**src/rtl/panel_frame_sequencer_if.sv**
```systemverilog
// Gate-driver / readout side of the panel frame sequencer: row address, gate,
// panel reset and the per-row req/ack handshake with the ADC readout path.
interface panel_frame_sequencer_if #(
    parameter int ROW_W = 12
);
    logic [ROW_W-1:0] row_addr;
    logic             row_gate_on;
    logic             panel_reset;
    logic             row_req;
    logic             row_ack;

    modport master (
        output row_addr,
        output row_gate_on,
        output panel_reset,
        output row_req,
        input  row_ack
    );

    modport slave (
        input  row_addr,
        input  row_gate_on,
        input  panel_reset,
        input  row_req,
        output row_ack
    );
endinterface

```
**src/rtl/panel_frame_sequencer.sv**
```systemverilog
// TFT panel frame sequencer: reset, integration, row gate/readout sweep and idle dummy scans.
// Optional macro FRAME_SEQ_TIMEOUT_EN bounds the row_ack wait to ACK_TIMEOUT cycles.
module panel_frame_sequencer #(
    parameter int ROW_W       = 12,
    parameter int TIME_W      = 16,
    parameter int TICK_DIV    = 100,
    parameter int RESET_CYC   = 64,
    parameter int ACK_TIMEOUT = 4096
) (
    input  logic              clk,
    input  logic              rst_n,
    input  logic              idle_mode,
    input  logic              frame_start,
    input  logic              frame_reset,
    input  logic [TIME_W-1:0] integration_time,
    input  logic [TIME_W-1:0] dummy_period,
    input  logic              dummy_enable,
    input  logic [ROW_W-1:0]  row_start,
    input  logic [ROW_W-1:0]  row_end,
    input  logic [7:0]        row_clk_div,
    panel_frame_sequencer_if.master rdo,
    output logic              frame_busy,
    output logic              dummy_busy,
    output logic              frame_done,
    output logic              frame_error
);
    localparam int CYC_MAX0 = (RESET_CYC > 256) ? RESET_CYC : 256;
    localparam int CYC_MAX  = (ACK_TIMEOUT > CYC_MAX0) ? ACK_TIMEOUT : CYC_MAX0;
    localparam int CYC_W    = $clog2(CYC_MAX + 1);
    localparam int PRE_W    = (TICK_DIV > 1) ? $clog2(TICK_DIV) : 1;

    typedef enum logic [2:0] {
        S_IDLE, S_RESET, S_INTEG, S_GATE, S_READ, S_DONE, S_DUMMY
    } state_t;

    state_t            state_q, state_d;
    logic [ROW_W-1:0]  row_addr_q, row_addr_d;
    logic [CYC_W-1:0]  cyc_q, cyc_d;
    logic [PRE_W-1:0]  pre_q, pre_d;
    logic [TIME_W-1:0] tick_q, tick_d;
    logic              err_q, err_d;

    logic [7:0]        div_eff;
    logic              row_last_cyc;
    logic              pre_wrap;
    logic              dummy_run;

    always_comb begin
        div_eff      = (row_clk_div == 8'd0) ? 8'd1 : row_clk_div;
        row_last_cyc = (cyc_q == CYC_W'(div_eff - 8'd1));
        pre_wrap     = (pre_q == PRE_W'(TICK_DIV - 1));
        dummy_run    = dummy_enable && (dummy_period != '0) && !idle_mode;
    end

    always_comb begin
        state_d    = state_q;
        row_addr_d = row_addr_q;
        cyc_d      = cyc_q;
        pre_d      = pre_q;
        tick_d     = tick_q;
        err_d      = 1'b0;

        case (state_q)
            S_IDLE: begin
                cyc_d = '0;
                // A frame request always wins over a coincident dummy expiry.
                if (frame_start && !idle_mode) begin
                    pre_d  = '0;
                    tick_d = '0;
                    if (row_start <= row_end) begin
                        state_d    = S_RESET;
                        row_addr_d = row_start;
                    end else begin
                        err_d = 1'b1;
                    end
                end else if (dummy_run) begin
                    if (pre_wrap) begin
                        pre_d = '0;
                        if (tick_q == dummy_period - TIME_W'(1)) begin
                            tick_d = '0;
                            if (row_start <= row_end) begin
                                state_d    = S_DUMMY;
                                row_addr_d = row_start;
                            end
                        end else begin
                            tick_d = tick_q + TIME_W'(1);
                        end
                    end else begin
                        pre_d = pre_q + PRE_W'(1);
                    end
                end else begin
                    pre_d  = '0;
                    tick_d = '0;
                end
            end
            S_RESET: begin
                if (cyc_q == CYC_W'(RESET_CYC - 1)) begin
                    cyc_d   = '0;
                    pre_d   = '0;
                    tick_d  = '0;
                    state_d = (integration_time == '0) ? S_GATE : S_INTEG;
                end else begin
                    cyc_d = cyc_q + CYC_W'(1);
                end
            end
            S_INTEG: begin
                if (pre_wrap) begin
                    pre_d = '0;
                    if (tick_q == integration_time - TIME_W'(1)) begin
                        tick_d  = '0;
                        state_d = S_GATE;
                    end else begin
                        tick_d = tick_q + TIME_W'(1);
                    end
                end else begin
                    pre_d = pre_q + PRE_W'(1);
                end
            end
            S_GATE: begin
                if (row_last_cyc) begin
                    cyc_d   = '0;
                    state_d = S_READ;
                end else begin
                    cyc_d = cyc_q + CYC_W'(1);
                end
            end
            S_READ: begin
                if (rdo.row_ack) begin
                    cyc_d = '0;
                    if (row_addr_q == row_end) begin
                        state_d = S_DONE;
                    end else begin
                        row_addr_d = row_addr_q + ROW_W'(1);
                        state_d    = S_GATE;
                    end
                end
`ifdef FRAME_SEQ_TIMEOUT_EN
                else if (cyc_q == CYC_W'(ACK_TIMEOUT - 1)) begin
                    cyc_d   = '0;
                    err_d   = 1'b1;
                    state_d = S_IDLE;
                end else begin
                    cyc_d = cyc_q + CYC_W'(1);
                end
`endif
            end
            S_DONE: begin
                state_d = S_IDLE;
            end
            S_DUMMY: begin
                if (row_last_cyc) begin
                    cyc_d = '0;
                    if (row_addr_q == row_end) begin
                        state_d = S_IDLE;
                    end else begin
                        row_addr_d = row_addr_q + ROW_W'(1);
                    end
                end else begin
                    cyc_d = cyc_q + CYC_W'(1);
                end
            end
            default: state_d = S_IDLE;
        endcase

        if (frame_reset) begin
            state_d    = S_IDLE;
            row_addr_d = '0;
            cyc_d      = '0;
            pre_d      = '0;
            tick_d     = '0;
            err_d      = 1'b0;
        end
    end

    always_ff @(posedge clk) begin
        if (!rst_n) begin
            state_q    <= S_IDLE;
            row_addr_q <= '0;
            cyc_q      <= '0;
            pre_q      <= '0;
            tick_q     <= '0;
            err_q      <= 1'b0;
        end else begin
            state_q    <= state_d;
            row_addr_q <= row_addr_d;
            cyc_q      <= cyc_d;
            pre_q      <= pre_d;
            tick_q     <= tick_d;
            err_q      <= err_d;
        end
    end

    assign rdo.row_addr    = row_addr_q;
    assign rdo.row_gate_on = (state_q == S_GATE) || (state_q == S_DUMMY);
    assign rdo.panel_reset = (state_q == S_RESET) || (state_q == S_DUMMY);
    assign rdo.row_req     = (state_q == S_READ);
    assign frame_busy      = (state_q != S_IDLE) && (state_q != S_DUMMY);
    assign dummy_busy      = (state_q == S_DUMMY);
    assign frame_done      = (state_q == S_DONE);
    assign frame_error     = err_q;
endmodule
```
**src/flat_wrapper.sv**
```systemverilog
// flat-port wrapper written by rule: the top's interface ports become plain ports
module panel_frame_sequencer_flat 
#(
    parameter int ROW_W       = 12,
    parameter int TIME_W      = 16,
    parameter int TICK_DIV    = 100,
    parameter int RESET_CYC   = 64,
    parameter int ACK_TIMEOUT = 4096
)
  (clk, rst_n, idle_mode, frame_start, frame_reset, integration_time, dummy_period, dummy_enable, row_start, row_end, row_clk_div, frame_busy, dummy_busy, frame_done, frame_error, rdo_row_addr, rdo_row_gate_on, rdo_panel_reset, rdo_row_req, rdo_row_ack);
  panel_frame_sequencer_if #(.ROW_W(ROW_W)) rdo_i ();
  input  logic clk;
  input  logic rst_n;
  input  logic idle_mode;
  input  logic frame_start;
  input  logic frame_reset;
  input  logic [TIME_W-1:0] integration_time;
  input  logic [TIME_W-1:0] dummy_period;
  input  logic dummy_enable;
  input  logic [ROW_W-1:0] row_start;
  input  logic [ROW_W-1:0] row_end;
  input  logic [7:0] row_clk_div;
  output logic frame_busy;
  output logic dummy_busy;
  output logic frame_done;
  output logic frame_error;
  output wire logic [$bits(rdo_i.row_addr)-1:0] rdo_row_addr;
  output wire logic [$bits(rdo_i.row_gate_on)-1:0] rdo_row_gate_on;
  output wire logic [$bits(rdo_i.panel_reset)-1:0] rdo_panel_reset;
  output wire logic [$bits(rdo_i.row_req)-1:0] rdo_row_req;
  input wire logic [$bits(rdo_i.row_ack)-1:0] rdo_row_ack;
  assign rdo_row_addr = rdo_i.row_addr;
  assign rdo_row_gate_on = rdo_i.row_gate_on;
  assign rdo_panel_reset = rdo_i.panel_reset;
  assign rdo_row_req = rdo_i.row_req;
  assign rdo_i.row_ack = rdo_row_ack;
  panel_frame_sequencer #(.ROW_W(ROW_W), .TIME_W(TIME_W), .TICK_DIV(TICK_DIV), .RESET_CYC(RESET_CYC), .ACK_TIMEOUT(ACK_TIMEOUT)) u_core (.clk(clk), .rst_n(rst_n), .idle_mode(idle_mode), .frame_start(frame_start), .frame_reset(frame_reset), .integration_time(integration_time), .dummy_period(dummy_period), .dummy_enable(dummy_enable), .row_start(row_start), .row_end(row_end), .row_clk_div(row_clk_div), .rdo(rdo_i), .frame_busy(frame_busy), .dummy_busy(dummy_busy), .frame_done(frame_done), .frame_error(frame_error));
endmodule
```
**config.mk**
```make
export PLATFORM = sky130hd
export DESIGN_NAME = panel_frame_sequencer_flat
export DESIGN_NICKNAME = d
export VERILOG_FILES = /design/src/rtl/panel_frame_sequencer_if.sv /design/src/rtl/panel_frame_sequencer.sv /design/src/flat_wrapper.sv
export SDC_FILE = /design/constraint.sdc
export NUM_CORES = 1
export LEC_CHECK = 0
export CAP_MARGIN = 20
export CORE_MARGIN = 1
export CORE_UTILIZATION = 50
export CTS_CLUSTER_SIZE = 16
export DETAILED_ROUTE_END_ITERATION = 8
export GPL_ROUTABILITY_DRIVEN = 0
export PLACE_DENSITY = 0.84
export RECOVER_POWER = 100
export SLEW_MARGIN = 0
export SYNTH_ARGS = -nofsm -noshare
export SYNTH_HDL_FRONTEND = slang
export SYNTH_SLANG_ARGS = --single-unit
```
**constraint.sdc**
```tcl
create_clock -name clk -period 6.7 [get_ports clk]
set_input_delay 0.67 -clock clk [delete_from_list [all_inputs] [get_ports clk]]
set_output_delay 0.67 -clock clk [all_outputs]
set_load 0.01 [all_outputs]
```
==> metrics.md <==
| Metric | Value |
|---|---|
| Max-Cap Viols | `0` |
| DP HPWL | `10300 um` |
| Cts bufs inserted | `5` |
| First-pass GRT wire length | `21700 um` |
| Power Density | `117 mW/mm2` |
| Hold path endpoint | `u_core.pre_q[1]$_SDFFE_PP0P_` |
| Final hold slack | `0.505 ns` |
| Synth area leaders | `dfxtp_1 (22%), xnor2_1 (9.9%), ha_1 (5.3%)` |
| Fmax | `0.191 GHz` |
| Comb power frac | `25.3%` |
| Yosys top cell by area | `dfxtp_1` |
| Reg2reg setup slack | `2.77 ns` |
| Seq/Total Area, Yosys | `21.9%` |
| P&R area growth vs syn | `20.8%` |
| Reg2reg path depth | `9` |
| GR Util All Layers | `26.9%` |
| Max incr delay on CP | `0.95 ns` |
| Number of synthesized register bits | `52` |
| Clock network power share | `27.8%` |
| Final Cycle Share | `78.0%` |
| Worst-path clk slew | `0.10 ns` |
| Vias per Instance | `6.11` |
| CTS tree | `yes` |
| Gate Count Post-Synth | `631` |
| Buffers on Ports | `89` |
| Routed Antenna Nets | `0` |
| Core area | `0.00924 mm2` |
| Share of cells above drive strength 1 | `3.57%` |
| DR vias | `5069` |
| Routed WL | `13300 um` |
| Commonest non-fill, non-tap cell in the layout | `clkdlybuf4s50_1` |
| Finished Layout Cells | `830` |
| Final Max Tran Viols | `0` |
| Crit-path slowest cell | `o21ai_0` |
| Peak supply drop | `0.0796 mV` |
| Min-delay src | `u_core.pre_q[1]$_SDFFE_PP0P_` |
| CP max FO | `11` |
| Total power | `675 uW` |
| Sw Share | `30.3%` |
| Post-layout nets | `791` |
| Die Height | `99.5 um` |
| Buf/Inv on CP | `2` |
| Top FF cell, synth | `dfxtp_1` |
| CP dominant cell by count | `o21ai_0` |
| Yosys warning count | `0` |
| Initial Utilization | `51.5%` |
| Grt ovf | `0` |
| NetSw | `204 uW` |
| # resized after CTS | `0` |
| Antenna violations before repair | `0` |
| N_diodes | `0` |
| Cts hold-fix bufs | `0` |
| FF-to-FF Start | `u_core.tick_q[14]$_SDFFE_PP0P_` |
| Int Pwr | `471 uW` |
| Post-Syn Nets | `722` |
| Number of flops mapped to enable cells by yosys | `0` |
| Fin. Hold Viols | `0` |
| CTS sink count | `52` |
| Largest net degree at the start of global routing | `33` |
| RSZ-0062 raised after global routing | `no` |
| Share of flip-flops with an asynchronous set or reset | `0%` |
| CP required | `6.87 ns` |
| Placed cell count | `822` |
| Post-Route Setup TNS | `0 ns` |
| Detailed Route Iter0 Violations | `320` |
| Leading cell types in the layout, fill and taps excluded | `clkdlybuf4s50_1 (67), nor2_1 (63), xnor2_1 (54)` |
| Worst path arrival time | `5.40 ns` |
| Post-synthesis cell area | `0.00476 mm2` |
| Setup bufs post-CTS | `0` |
| RR Endpoint | `u_core.cyc_q[10]$_SDFFE_PP0P_` |
| Delay-heaviest family, CP | `compound AO/OA/AOI/OAI gates` |
| Die footprint | `0.00991 mm2` |
| Clock skew | `0.0108 ns` |
| I/O Pins | `90` |
| Hold Path Depth | `2` |
| 1st-pass router iterations | `5` |
| Worst-Margin Slew | `1.15 ns` |
| Final core occ | `62.2%` |
| Post-Syn Area per Cell | `7.54 um2` |
| Drt wl/cell | `16.0 um` |
| Flop pwr share | `46.9%` |
| Startpoint Class | `primary input` |
| Worst Hold Class | `register to register` |
| Outcome | `finished, final reports clean` |
| P_leak | `0.00206 uW` |
| Top-area cell type share of the netlist area | `21.9%` |
| Htree depth | `2` |
| Remaining DRCs | `0` |
| CP cell instances | `dlygate4sd3_1 -> inv_1 -> ha_1 -> nor3b_1 -> nand3_1 -> a2111o_1 -> o2bb2ai_1 -> nor4_1 -> nor2_1 -> o31a_1 -> o21ai_0 -> o21ai_0` |
| Clk_lat worst skew | `0.32 ns` |
| Clock buffer depth | `2` |
| Row cnt | `35` |
| Final worst path period need | `5.23 ns` |
| Root buf cell | `clkbuf_8` |
| DIE WIDTH | `99.5 um` |
| Slew margin rel. | `22.3%` |
| Setup CP Type | `primary input to register` |
| Synth cell types | `70` |
| Vias in the first global route | `4717` |
| Critical Path End Type | `register` |
| Count of final setup violators | `0` |
## per-layer routing
layer | GRT usage (%) | vias to the layer above | part of all wire (%)
met1 | 36.4 | 2365 | 45
li1 | - | 2438 | -
met4 | 9.73 | 0 | 1.7
met2 | 43.4 | 242 | 46
met5 | 0 | - | 0
met3 | 4.15 | 24 | 7.4
## per-stage QoR
| stage | cell area [um2] | setup WS, ns |
|---|---|---|
| 4_1_cts | 5790 | 2.19 |
| 2_1_floorplan | 4760 | 3.13 |
| 5_1_grt | 5750 | 1.08 |
| 6_report | 5750 | 1.47 |
| 3_3_place_gp | 5700 | 2.30 |
| 3_5_place_dp | 5700 | 1.92 |
## area by class of cell
class                           count  area, um2
Fill cell                         832       3490
Multi-Input combinational cell    511       3410
Sequential cell                    52       1040
Timing Repair Buffer               91        902
Tap cell                          129        161
Inverter                           39        146
Clock buffer                        6       72.6
Clock inverter                      2       16.3
## power by group through the flow
| stage | sequential, uW | clock (uW) | combinational, uW |
|---|---|---|---|
| after global placement | 323 | 0 | 166 |
| after floorplan | 322 | 0 | 91.9 |
| final | 316 | 188 | 171 |
| after detailed placement | 323 | 0 | 172 |
| after global routing | 317 | 202 | 186 |
| after CTS | 316 | 189 | 173 |
## worst max path at each step
| stage | start | endpoint | slack, ns | depth (start not counted) |
|---|---|---|---|---|
| global route | dummy_period[0] | u_core.cyc_q[10]$_SDFFE_PP0P_ | 1.08 | 12 |
| floorplan | dummy_period[0] | u_core.cyc_q[1]$_SDFFE_PP0P_ | 3.13 | 13 |
| detailed placement | row_clk_div[4] | u_core.cyc_q[2]$_SDFFE_PP0P_ | 1.92 | 13 |
| global placement | dummy_period[0] | u_core.cyc_q[2]$_SDFFE_PP0P_ | 2.30 | 12 |
| CTS | row_clk_div[4] | u_core.cyc_q[2]$_SDFFE_PP0P_ | 2.19 | 13 |
| finish | dummy_period[0] | u_core.cyc_q[10]$_SDFFE_PP0P_ | 1.47 | 12 |
## synth_stat cells, drive strengths merged, types with 19 or more instances
master  number
nor2        63
xnor2       54
dfxtp       52
nand2       51
inv         39
a21oi       33
o21ai       31
nor3        26
xor2        26
nand3       25
clkbuf      22
ha          20
nor4        20
nand4       19
## sequential cells by signal (all words and copies together), names as in the netlist
name                 cells
u_core.pre_q             7
u_core.cyc_q            13
u_core.frame_error       1
u_core.rdo.row_addr     12
u_core.state_q           3
u_core.tick_q           16
## worst reg2reg max path, cell delays in order (launching register included)
cell and delay, ns:
dfxtp_1 0.53, xor2_1 0.22, nand3_1 0.09, a2111o_1 0.43, o2bb2ai_1 0.13, nor4_1 0.67
nor2_1 0.13, o31a_1 0.44, o21ai_0 0.95, o21ai_0 0.20
## kinds of logic after synthesis
logic type / share of synthesized area [%]
DFF: 21.9
adders and majority gates: 5.26
buffers and inverters: 5.68
AOI/OAI and AO/OA: 21.6
muxes: 0.421
and+or+nand+nor: 30.0
xor gates and xnor gates: 15.2
Power figures use the tool's default switching activity.
